File: config.mk
export PLATFORM = sky130hd
export DESIGN_NAME = cla_serial_adder
export DESIGN_NICKNAME = d
export VERILOG_FILES = /design/src/rtl/cla_serial_adder.sv
export SDC_FILE = /design/constraint.sdc
export NUM_CORES = 1
export LEC_CHECK = 0
export ABC_AREA = 1
export CAP_MARGIN = 10
export CORE_MARGIN = 10
export CORE_UTILIZATION = 51
export DETAILED_ROUTE_END_ITERATION = 7
export PLACE_DENSITY = 0.8
export SLEW_MARGIN = 20
export SYNTH_ARGS = -nofsm -noshare
export SYNTH_HDL_FRONTEND = slang
export SYNTH_SLANG_ARGS = --single-unit
export TNS_END_PERCENT = 30
File: constraint.sdc
create_clock -name clk -period 1.9 [get_ports clk]
set_input_delay 0.285 -clock clk [delete_from_list [all_inputs] [get_ports clk]]
set_output_delay 0.285 -clock clk [all_outputs]
set_load 0.01 [all_outputs]
File: src/rtl/cla_serial_adder.sv
// cla_serial_adder: nibble-serial W-bit adder that reuses one 4-bit carry look-ahead slice,
// registering the carry between slices; valid/ready on both sides.
module CLA (
  input  logic [3:0] a,
  input  logic [3:0] b,
  input  logic       cin,
  output logic [3:0] sum,
  output logic       cout
);
  logic [3:0] g, p;
  logic [4:0] c;
  always_comb begin
    g    = a & b;
    p    = a ^ b;
    c[0] = cin;
    c[1] = g[0] | (p[0] & cin);
    c[2] = g[1] | (p[1] & g[0]) | (p[1] & p[0] & cin);
    c[3] = g[2] | (p[2] & g[1]) | (p[2] & p[1] & g[0]) | (p[2] & p[1] & p[0] & cin);
    c[4] = g[3] | (p[3] & g[2]) | (p[3] & p[2] & g[1]) | (p[3] & p[2] & p[1] & g[0]) | (&p & cin);
    sum  = p ^ c[3:0];
    cout = c[4];
  end
endmodule

module cla_serial_adder #(
  parameter int NIBBLES = 4
) (
  input  logic                 clk,
  input  logic                 rst,
  input  logic                 in_valid,
  output logic                 in_ready,
  input  logic [4*NIBBLES-1:0] a,
  input  logic [4*NIBBLES-1:0] b,
  input  logic                 cin,
  output logic                 out_valid,
  input  logic                 out_ready,
  output logic [4*NIBBLES-1:0] sum,
  output logic                 cout
);
  localparam int W  = 4 * NIBBLES;
  localparam int IW = NIBBLES > 1 ? $clog2(NIBBLES) : 1;
  typedef enum logic [1:0] {IDLE, ADD, DONE} state_t;
  state_t        state, state_n;
  logic [W-1:0]  a_sh, b_sh;
  logic          c_reg;
  logic [IW-1:0] idx;
  logic [3:0]    s_nib;
  logic          c_nib;
  logic          last;
  CLA u_cla (a_sh[3:0], b_sh[3:0], c_reg, s_nib, c_nib);
  assign last      = idx == IW'(NIBBLES - 1);
  assign in_ready  = state == IDLE;
  assign out_valid = state == DONE;
  always_comb begin
    state_n = (state == IDLE && in_valid) ? ADD  :
              (state == ADD && last)      ? DONE :
              (state == DONE && out_ready) ? IDLE : state;
  end
  always_ff @(posedge clk or posedge rst) begin
    if (rst) begin
      state <= IDLE;
      a_sh  <= '0;
      b_sh  <= '0;
      c_reg <= 1'b0;
      idx   <= '0;
      sum   <= '0;
      cout  <= 1'b0;
    end else begin
      state <= state_n;
      if (state == IDLE && in_valid) begin
        a_sh  <= a;
        b_sh  <= b;
        c_reg <= cin;
        idx   <= '0;
        sum   <= '0;
      end else if (state == ADD) begin
        sum[4*idx +: 4] <= s_nib;
        c_reg <= c_nib;
        a_sh  <= a_sh >> 4;
        b_sh  <= b_sh >> 4;
        idx   <= idx + 1'b1;
        if (last) cout <= c_nib;
      end
    end
  end
endmodule

==> run summary <==
The share of the core filled with cells in the final layout is 67.7%. The internal power is 1.78 mW. The number of levels the H-tree was split into came out at 2.

The clock drives 54 sinks. The starting DRC count in detailed routing is 103. The die footprint came out at 8460 um^2.

In the final layout, the registers with the most flip-flops are a_sh x16, b_sh x16, sum x16. The fraction of final layout cells sized beyond drive strength 1 came out at 11.2%. The latest clock arrival within the worst-skew pair came out at 300 ps.

The global routing usage summed across all routing layers came out at 14.6%. Compared with the post-synthesis result, the final layout area differs by 30.0%. The deepest clock path buffer count came out at 2. The critical path endpoint category is a primary output. Synthesis inferred 54 register bits. The buffers inserted during post-CTS setup optimization is 0. Detailed placement finished with a half-perimeter wire length of 4.47 mm. The worst path needs 1800 ps of the cycle, external delays included. The horizontal die dimension is 92.0 um.

The final setup violation count came out at 0. The worst setup path is launched from a flop. The final antenna diode count is 0. The number of hold-slack violations in the final timing report came out at 0. The total length of routed wires is 5.77 mm.

The filler cell count came out at 414. The power per cell area is 633 nW/um^2. The commonest non-fill, non-tap cell in the layout is sky130_fd_sc_hd__nand2_1.

The post-route clock skew came out at 11.4 ps. The total of buffers placed on input and output ports came out at 55. The type of the tightest min-delay check is input pin to async pin. The startpoint-to-endpoint class of the critical path is flop to primary output.

The clock buffer count from CTS is 5. The final layout contains 385 nets. Using the TritonRoute via totals, the vias-per-cell ratio works out to 5.01.

The static leakage came out at 1.60 nW. The post-synthesis sequential area ratio is 51.1%. The power share of the clock group came out at 42.3%. The arrival time at the worst endpoint is 1520 ps.

The overall die height is 92.0 um. Summed over all nets, the switching power comes to 0.395 mW. After technology mapping, the gate count stands at 277.

The flow ran to the end, and the final reports show no timing, DRC or antenna violations. The unique cell type count in the Yosys netlist is 32. The core region area came out at 5070 um^2. The count of pins over their slew limit is 0. Setup repair after global routing left no endpoint under its margin. The initial cell density of the core is 52.1%. During synthesis, Yosys emitted a total of 0 warnings. The count of nets left with antenna violations once routing finished came out at 0.

The biggest fanout along the worst timing path came out at 5. The power share of the combinational group came out at 4.9%. CTS placed an instance of sky130_fd_sc_hd__clkbuf_8 at the clock tree root. Final hold analysis gives a worst-case slack of 252 ps. The maximum number of pins on one net before global-route repair came out at 31. After clock tree synthesis, the clock-pin slew on the worst setup and hold paths is 100 ps. The cell area after synthesis came out at 2640 um^2.

In this run the core area contains 26 standard-cell rows. The number of violations of the max-capacitance limit is 0. The peak ir drop on the vdd network came out at 425 uV. Summing over every cut layer, the via total after detailed routing is 2,046. The transition at the pin with the smallest max-transition slack is 343 ps. Before antenna repair, the detailed router went through 4 iterations. Dividing the synthesized area by the synthesized cell count gives 9.54 um^2. The routability-driven placement congestion ratio came out at 0.868. Sequential cells account for 52.8% of the total power. The number of antenna violations at the first check in global routing is 0. The library cells used most frequently in the layout, excluding fill and tap cells, are 79 x sky130_fd_sc_hd__nand2_1, 55 x sky130_fd_sc_hd__clkdlybuf4s50_1, 54 x sky130_fd_sc_hd__dfrtp_1. After synthesis, the share of flip-flops with an asynchronous set or reset is 100%.

Global routing finished with a remaining overflow of 0. Buffers inserted to repair hold after CTS numbered 0. The number of enable-type register cells in the synthesized netlist is 0. The DRC violation count after routing is 0. The global-route wire length before repair is 10.2 mm.

The worst slew slack as a fraction of its limit came out at 77.1%. In this run switching power makes up 18.1% of total power. The final setup TNS came out at 0 ps.

The most common flop cell mapped by yosys is sky130_fd_sc_hd__dfrtp_1. The maximum frequency from static timing analysis came out at 554 MHz. The final critical path takes up 94.9% of the cycle. The detail-routed net length per standard cell is 14.1 um. 56 I/O pins were placed. TritonCTS built the clock tree.

The number of nets in the synthesized netlist is 325. The number of global-route vias before repair came out at 2,220. Data on the critical path is required at its endpoint by 1620 ps. The post-CTS resize count is 0.
[critical path: stages, from the launching register on]
cell and delay (ps):
sky130_fd_sc_hd__dfrtp_1 470, sky130_fd_sc_hd__nor2_4 180, sky130_fd_sc_hd__clkdlybuf4s50_1 560
[cell families (layout without fill, tap and decap cells)]
logic type	Yosys count	count (layout)	share of synthesized area, %
XOR/XNOR	2	2	0.663
flip-flops	54	54	51.1
buffers and inverters	54	115	8.95
AO/OA/AOI/OAI	54	54	16.8
adder cells (fa/ha/maj)	11	11	5.49
AND/OR/NAND/NOR	102	102	17.0
[through the flow]
| stage | setup WS [ps] | power [mW] | std cells | instance area, um^2 |
|---|---|---|---|---|
| finish | 96.0 | 2.18 | 408 | 3440 |
| global route | 33.3 | 2.26 | 408 | 3440 |
| CTS | 77.9 | 2.20 | 408 | 3440 |
| detailed placement | 141 | 1.28 | 400 | 3290 |
| global placement | 208 | 1.28 | 400 | 3290 |
| floorplan | 300 | 1.19 | 277 | 2640 |
[cells in the mapped netlist (2+ instances only)]
master,instances,area share (%)
sky130_fd_sc_hd__nor3_2,2,0.76
sky130_fd_sc_hd__o221ai_2,11,6.3
sky130_fd_sc_hd__a32o_1,3,1.1
sky130_fd_sc_hd__a22oi_1,3,0.85
sky130_fd_sc_hd__ha_1,10,4.7
sky130_fd_sc_hd__dfrtp_1,54,51
sky130_fd_sc_hd__o21ai_1,13,2.5
sky130_fd_sc_hd__inv_1,41,5.8
sky130_fd_sc_hd__nand3_1,6,1.1
sky130_fd_sc_hd__nor2_1,6,0.85
sky130_fd_sc_hd__o21ai_0,10,1.9
sky130_fd_sc_hd__buf_2,4,0.76
sky130_fd_sc_hd__o221ai_1,2,0.66
sky130_fd_sc_hd__buf_6,3,1.3
sky130_fd_sc_hd__nand2_1,79,11
sky130_fd_sc_hd__o211ai_1,8,2.3
sky130_fd_sc_hd__inv_2,3,0.43
sky130_fd_sc_hd__nand4_1,5,1.2
[power by group through the flow]
stage	Clock, mW	Sequential (mW)	Combinational (mW)
6_report	0.921	1.15	0.107
5_1_grt	0.995	1.15	0.117
4_1_cts	0.938	1.15	0.109
3_5_place_dp	0	1.17	0.109
3_3_place_gp	0	1.17	0.107
2_1_floorplan	0	1.17	0.0169
[per-layer routing]
metal / GRT usage, % / up-vias / wire length [um]
met4: 4.11 / 0 / 51
li1: - / 1024 / -
met3: 3.59 / 7 / 262
met2: 25.8 / 42 / 3050
met5: 0 / - / 0
met1: 17.0 / 973 / 2400
[worst paths after layout]
path	start	to	slack (ps)	cells after the start
worst min register to register	sum[2]	sum[2]	490	2
worst min-delay path	rst	sum[11]	250	2
min in group clk	sum[2]	sum[2]	490	2
worst max-delay path	state[0]	in_ready	100	2
worst max register to register	a_sh[2]	sum[15]	260	10
max in group asynchronous	rst	b_sh[9]	1190	3
[area by class of cell]
cell class	count	area, um^2	area share (%)
sequential	54	1350	39.3
clock buffer	6	82.6	2.40
tap	70	87.6	2.55
multi-input combinational	169	1050	30.7
inverter	45	171	4.99
timing repair buffer	62	628	18.3
clock inverter	2	60.1	1.75
Note: power is estimated with default switching activity, not from simulation.
